==> config.mk <==
export PLATFORM = sky130hd
export DESIGN_NAME = round_ctrl_flat
export DESIGN_NICKNAME = d
export VERILOG_FILES = /design/src/rtl/round_ctrl_if.sv /design/src/rtl/round_ctrl.sv /design/src/flat_wrapper.sv
export SDC_FILE = /design/constraint.sdc
export NUM_CORES = 1
export LEC_CHECK = 0
export CORE_MARGIN = 2
export CORE_UTILIZATION = 64
export DETAILED_ROUTE_END_ITERATION = 8
export DONT_BUFFER_PORTS = 1
export PLACE_DENSITY = 0.88
export REMOVE_ABC_BUFFERS = 1
export SYNTH_ARGS = -nofsm -noshare
export SYNTH_HDL_FRONTEND = slang
export SYNTH_SLANG_ARGS = --single-unit
==> constraint.sdc <==
create_clock -name clk -period 3.8 [get_ports clk]
set_input_delay 0.57 -clock clk [delete_from_list [all_inputs] [get_ports clk]]
set_output_delay 0.57 -clock clk [all_outputs]
set_load 0.05 [all_outputs]
==> src/rtl/round_ctrl_if.sv <==
// Player-side signal bundle for the reaction-game referee: raw buttons and
// scorer position in, round result and light/game status out.
interface round_ctrl_if;
    logic       pbl;
    logic       pbr;
    logic [6:0] score;
    logic       leds_on;
    logic       winrnd;
    logic       right;
    logic       tie;
    logic       game_ovr;

    modport master (
        output pbl, pbr, score,
        input  leds_on, winrnd, right, tie, game_ovr
    );

    modport slave (
        input  pbl, pbr, score,
        output leds_on, winrnd, right, tie, game_ovr
    );
endinterface

==> src/rtl/round_ctrl.sv <==
// Referee FSM for the reaction game: random delay, lights, first-press decision.
// Optional build macro ROUND_TIMEOUT_EN adds a forced tie after TIMEOUT lit cycles.
module round_ctrl #(
    parameter int          DELAY_MIN = 16,
    parameter int          DELAY_W   = 4,
    parameter logic [15:0] LFSR_SEED = 16'hACE1,
    parameter int          TIMEOUT   = 255
) (
    input  logic        clk,
    input  logic        rst,
    round_ctrl_if.slave bus
);

    localparam int CNT_W = $clog2(DELAY_MIN + (1 << DELAY_W));

    typedef enum logic [2:0] {
        S_RELEASE, S_ARM, S_WAIT, S_LIGHT, S_REPORT, S_DONE
    } state_t;

    state_t           state, state_nx;
    logic             pbl_meta, pbr_meta, sl, sr;
    logic [15:0]      lfsr;
    logic [CNT_W-1:0] cnt;
    logic             hit_right, hit_tie, hit_lit;
    logic             rpt_right, rpt_tie, rpt_lit;
    logic             leds_on_d, winrnd_d, right_d, tie_d, game_ovr_d;
    logic             leds_on_q, winrnd_q, right_q, tie_q, game_ovr_q;
    logic             win_pat, lit_hold, timed_out;

    // Button synchronizers and free-running LFSR
    always_ff @(posedge clk or posedge rst) begin
        if (rst) begin
            pbl_meta <= 1'b0;
            pbr_meta <= 1'b0;
            sl       <= 1'b0;
            sr       <= 1'b0;
            lfsr     <= LFSR_SEED;
        end else begin
            pbl_meta <= bus.pbl;
            pbr_meta <= bus.pbr;
            sl       <= pbl_meta;
            sr       <= pbr_meta;
            lfsr     <= {lfsr[14:0], lfsr[15] ^ lfsr[13] ^ lfsr[12] ^ lfsr[10]};
        end
    end

    always_ff @(posedge clk) begin
        if (state == S_ARM)
            cnt <= CNT_W'(DELAY_MIN) + CNT_W'(lfsr[DELAY_W-1:0]);
        else if (state == S_WAIT && cnt != '0)
            cnt <= cnt - CNT_W'(1);
    end

`ifdef ROUND_TIMEOUT_EN
    localparam int TO_W = $clog2(TIMEOUT + 1);
    logic [TO_W-1:0] tcnt;

    always_ff @(posedge clk) begin
        if (state == S_LIGHT)
            tcnt <= tcnt + TO_W'(1);
        else
            tcnt <= '0;
    end

    assign timed_out = (tcnt == TO_W'(TIMEOUT - 1));
`else
    assign timed_out = 1'b0;
`endif

    assign win_pat = (bus.score == 7'b1110000) || (bus.score == 7'b0000111);

    // FSM state register
    always_ff @(posedge clk or posedge rst) begin
        if (rst)
            state <= S_RELEASE;
        else
            state <= state_nx;
    end

    // Next state; a press outranks the delay expiring in the same cycle
    always_comb begin
        state_nx  = state;
        hit_right = 1'b0;
        hit_tie   = 1'b0;
        hit_lit   = 1'b0;
        case (state)
            S_RELEASE: if (!sl && !sr) state_nx = win_pat ? S_DONE : S_ARM;
            S_ARM:     state_nx = S_WAIT;
            S_WAIT: begin
                if (sl || sr) begin
                    state_nx  = S_REPORT;
                    hit_right = sr & ~sl;
                    hit_tie   = sl & sr;
                end else if (cnt == '0) begin
                    state_nx = S_LIGHT;
                end
            end
            S_LIGHT: begin
                hit_lit = 1'b1;
                if (sl || sr) begin
                    state_nx  = S_REPORT;
                    hit_right = sr & ~sl;
                    hit_tie   = sl & sr;
                end else if (timed_out) begin
                    state_nx = S_REPORT;
                    hit_tie  = 1'b1;
                end
            end
            S_REPORT:  state_nx = S_RELEASE;
            S_DONE:    state_nx = S_DONE;
            default:   state_nx = S_RELEASE;
        endcase
    end

    // Round verdict captured on the way into REPORT
    always_ff @(posedge clk or posedge rst) begin
        if (rst) begin
            rpt_right <= 1'b0;
            rpt_tie   <= 1'b0;
            rpt_lit   <= 1'b0;
        end else if (state != S_REPORT && state_nx == S_REPORT) begin
            rpt_right <= hit_right;
            rpt_tie   <= hit_tie;
            rpt_lit   <= hit_lit;
        end
    end

    // Outputs; qualifiers hold through the winrnd cycle and one cycle beyond
    always_comb begin
        lit_hold   = (state == S_REPORT) || winrnd_q;
        leds_on_d  = (state == S_LIGHT) || (lit_hold && rpt_lit);
        right_d    = lit_hold && rpt_right;
        tie_d      = lit_hold && rpt_tie;
        winrnd_d   = (state == S_REPORT);
        game_ovr_d = (state == S_DONE);
    end

    always_ff @(posedge clk or posedge rst) begin
        if (rst) begin
            leds_on_q  <= 1'b0;
            winrnd_q   <= 1'b0;
            right_q    <= 1'b0;
            tie_q      <= 1'b0;
            game_ovr_q <= 1'b0;
        end else begin
            leds_on_q  <= leds_on_d;
            winrnd_q   <= winrnd_d;
            right_q    <= right_d;
            tie_q      <= tie_d;
            game_ovr_q <= game_ovr_d;
        end
    end

    assign bus.leds_on  = leds_on_q;
    assign bus.winrnd   = winrnd_q;
    assign bus.right    = right_q;
    assign bus.tie      = tie_q;
    assign bus.game_ovr = game_ovr_q;

endmodule
==> src/flat_wrapper.sv <==
// flat-port wrapper written by rule: the top's interface ports become plain ports
module round_ctrl_flat 
#(
    parameter int          DELAY_MIN = 16,
    parameter int          DELAY_W   = 4,
    parameter logic [15:0] LFSR_SEED = 16'hACE1,
    parameter int          TIMEOUT   = 255
)
  (clk, rst, bus_pbl, bus_pbr, bus_score, bus_leds_on, bus_winrnd, bus_right, bus_tie, bus_game_ovr);
  round_ctrl_if bus_i ();
  input  logic clk;
  input  logic rst;
  input wire logic [$bits(bus_i.pbl)-1:0] bus_pbl;
  input wire logic [$bits(bus_i.pbr)-1:0] bus_pbr;
  input wire logic [$bits(bus_i.score)-1:0] bus_score;
  output wire logic [$bits(bus_i.leds_on)-1:0] bus_leds_on;
  output wire logic [$bits(bus_i.winrnd)-1:0] bus_winrnd;
  output wire logic [$bits(bus_i.right)-1:0] bus_right;
  output wire logic [$bits(bus_i.tie)-1:0] bus_tie;
  output wire logic [$bits(bus_i.game_ovr)-1:0] bus_game_ovr;
  assign bus_i.pbl = bus_pbl;
  assign bus_i.pbr = bus_pbr;
  assign bus_i.score = bus_score;
  assign bus_leds_on = bus_i.leds_on;
  assign bus_winrnd = bus_i.winrnd;
  assign bus_right = bus_i.right;
  assign bus_tie = bus_i.tie;
  assign bus_game_ovr = bus_i.game_ovr;
  round_ctrl #(.DELAY_MIN(DELAY_MIN), .DELAY_W(DELAY_W), .LFSR_SEED(LFSR_SEED), .TIMEOUT(TIMEOUT)) u_core (.clk(clk), .rst(rst), .bus(bus_i));
endmodule
==> results.json <==
{
  "cts_sinks": 36,
  "post-route-period-util_pct": 45.3,
  "synth_top_area_cell": "dfrtp_1",
  "synth.top_cells.by_area": "dfrtp_1 44%, dfstp_2 16%, edfxtp_1 11%",
  "drtIter0Drc": 13,
  "synthCells": 90,
  "gp_congestion": 0.737,
  "worst-path-buf-inv": 1,
  "synth-seq-cells": 36,
  "arrival_ns": 1.74,
  "clkPwrFrac_pct": 18.2,
  "grt_start_max_net_pins": 32,
  "internal-power_w": 0.000668,
  "fp.dieArea_um2": 2430,
  "synth-edff-count": 5,
  "grt_pass1_wl_um": 3390,
  "root_buffer": "clkbuf_4",
  "synth_fa_ha_area_share_pct": 1.91,
  "cts_tree": "built",
  "antenna_found_initial": 0,
  "dpl_worst_slack_ns": 2.08,
  "crit_chain": "inv_1, ha_1, nor4b_1, nor3b_1, o21ba_1",
  "synth-xor-area-share_pct": 4.01,
  "max_freq_mhz": 581,
  "fin_crit_ns": 1.72,
  "avgSynthCellArea_um2": 14.6,
  "synth_compound_area_share_pct": 6.30,
  "cts_buffer_depth": 2,
  "drc": 0,
  "drive_gt1_share_pct": 19.4,
  "crit_path_top_delay_cell": "edfxtp_1",
  "vias": 718,
  "drv_slew": 0,
  "numCtsBuffers": 5,
  "yosysMostFrequentCell": "dfrtp_1",
  "cp-start-kind": "register",
  "swShare_pct": 34.8,
  "critPathMaxStageDelay_ns": 0.39,
  "power_frac_comb_pct": 21.6,
  "highest_layer": "met4",
  "rsz0062_at_grt": "no",
  "synth_common_cells": "23 x dfrtp_1, 8 x dfstp_2, 6 x nand2_1",
  "synth_top_area_share_pct": 43.9,
  "outcome": "finished, final reports clean",
  "ys_types": 30,
  "cts_max_level": 2,
  "path_depth": 5,
  "cap_violations": 0,
  "dr.pass1.iters": 4,
  "routedWlPerCell_um": 17.5,
  "core-area_um2": 1940,
  "muxShareOfSynthArea_pct": 1.72,
  "synthToLayoutAreaGrowth_pct": 6.39,
  "setup_tns_ns": 0,
  "hold_class": "input pin to register",
  "die_h_um": 49.3,
  "routed_via_density": 5.74,
  "p_seq_share_pct": 60.3,
  "detailed_place_hpwl_um": 1380,
  "wl_um": 2190,
  "worst_slack_ns": 2.08,
  "synth_top_family_by_area": "simple AND/OR/NAND/NOR gates",
  "r2r_setup_slack_ns": 2.08,
  "synth_simple_gate_area_share_pct": 13.5,
  "cp-end-kind": "register",
  "yosysWarnings": 0,
  "crit_required_ns": 3.82,
  "netlist_area_um2": 1310,
  "cts_resized": 0,
  "powerDensity_nw_per_um2": 734,
  "p_leak_nw": 0.630,
  "holdBufCountCts": 0,
  "clk_pin_slew_ns": 0.10,
  "relSlewSlack_pct": 27.7,
  "grt_overflow": 0,
  "synth_flop_cell": "dfrtp_1",
  "ant_nets": 0,
  "insertion_delay_ns": 0.33,
  "wl_met1_um": 877,
  "io_pins": 16,
  "grt_pass1_vias": 712,
  "post_cts_buffers": 0,
  "setup_viol": 0,
  "yosysSeqAreaShare_pct": 71.4,
  "holdPathStages": 0,
  "async_flop_share_pct": 86.1,
  "met2_wirelength_um": 1110,
  "core.rowCount": 16,
  "crit_type": "register to register",
  "dpl-instance-area_um2": 1350,
  "die-width_um": 49.3,
  "stdcell_area_um2": 1400,
  "diodes": 0,
  "grt_use_total_pct": 21.1,
  "initial_utilization_pct": 67.5,
  "worstMarginPinSlew_ns": 1.08,
  "final_nets": 110,
  "portBuffers": 0,
  "cp_top_family": "simple AND/OR/NAND/NOR gates",
  "final_util_pct": 71.8,
  "hold_viol": 0,
  "path_max_fanout": 5,
  "met3_length_um": 134,
  "peakVddDrop_v": 0.000407,
  "fin_skew_ns": 0.00708,
  "reg2reg_depth": 5,
  "p_switching_w": 0.000356
}
through the flow:
| stage | total power, W | hold WS (ns) | std cells |
|---|---|---|---|
| floorplan | 0.000780 | 0.331 | 90 |
| CTS | 0.00103 | 0.239 | 125 |
| detailed placement | 0.000841 | 0.336 | 117 |
| global route | 0.00108 | 0.224 | 125 |
| finish | 0.00102 | 0.255 | 125 |
| global placement | 0.000815 | 0.337 | 117 |
kinds of logic (layout without fill, tap and decap cells):
logic type,Yosys count,in the layout
flip-flops,36,36
AO/OA/AOI/OAI,12,12
AND/OR/NAND/NOR,28,28
multiplexers,2,2
buffers and inverters,4,12
XOR/XNOR,6,6
adder cells (fa/ha/maj),2,2
state kept, by name, summed over array words and instances (netlist names):
name / flops
u_core.rpt_lit: 1
u_core.sl: 1
u_core.pbl_meta: 1
u_core.bus.leds_on: 1
u_core.pbr_meta: 1
u_core.sr: 1
u_core.rpt_right: 1
u_core.bus.winrnd: 1
u_core.rpt_tie: 1
u_core.cnt: 5
u_core.state: 3
u_core.bus.game_ovr: 1
u_core.lfsr: 16
u_core.bus.right: 1
u_core.bus.tie: 1
layout make-up:
| class | count | area, um2 |
|---|---|---|
| well taps | 27 | 33.8 |
| clock inverters | 1 | 5.00 |
| fillers | 128 | 547 |
| clock buffers | 7 | 45.0 |
| inverters | 4 | 15.0 |
| flip-flops and latches | 36 | 936 |
| multi-input cells | 50 | 360 |
layout by cell type (no fill, tap or decap), types with 2 or more instances in the layout:
master and n:
nor2_1 5, clkbuf_4 5, clkbuf_1 2, inv_1 4
nor3b_1 2, xor2_1 2, o21ai_1 5, dfrtp_1 23
a21oi_1 2, dfstp_2 8, nor2b_1 3, xnor2_1 4
edfxtp_1 5, mux2_1 2, nand2_1 6, ha_1 2
nor3b_2 2
power groups by stage:
stage	Combinational, W	Clock (W)	Sequential [W]
floorplan	0.000181	0	0.000599
global placement	0.000202	0	0.000613
detailed placement	0.000219	0	0.000622
CTS	0.000223	0.000193	0.000616
global route	0.000244	0.000209	0.000626
finish	0.000221	0.000186	0.000618
layer usage:
layer | GRT usage [%] | vias up
li1 | - | 324
met1 | 23.9 | 349
met2 | 33.1 | 34
met3 | 7.67 | 11
met4 | 14.3 | 0
met5 | 0 | -
final timing paths:
path,from,end
max,u_core.cnt[0],u_core.cnt[1]
min,bus_pbl,u_core.pbl_meta
max reg2reg,u_core.cnt[0],u_core.cnt[1]
min reg2reg,u_core.lfsr[5],u_core.lfsr[6]
max in group asynchronous,rst,u_core.state[1]
min in group asynchronous,rst,u_core.lfsr[14]
No activity file was read; power rests on OpenSTA's default activity.
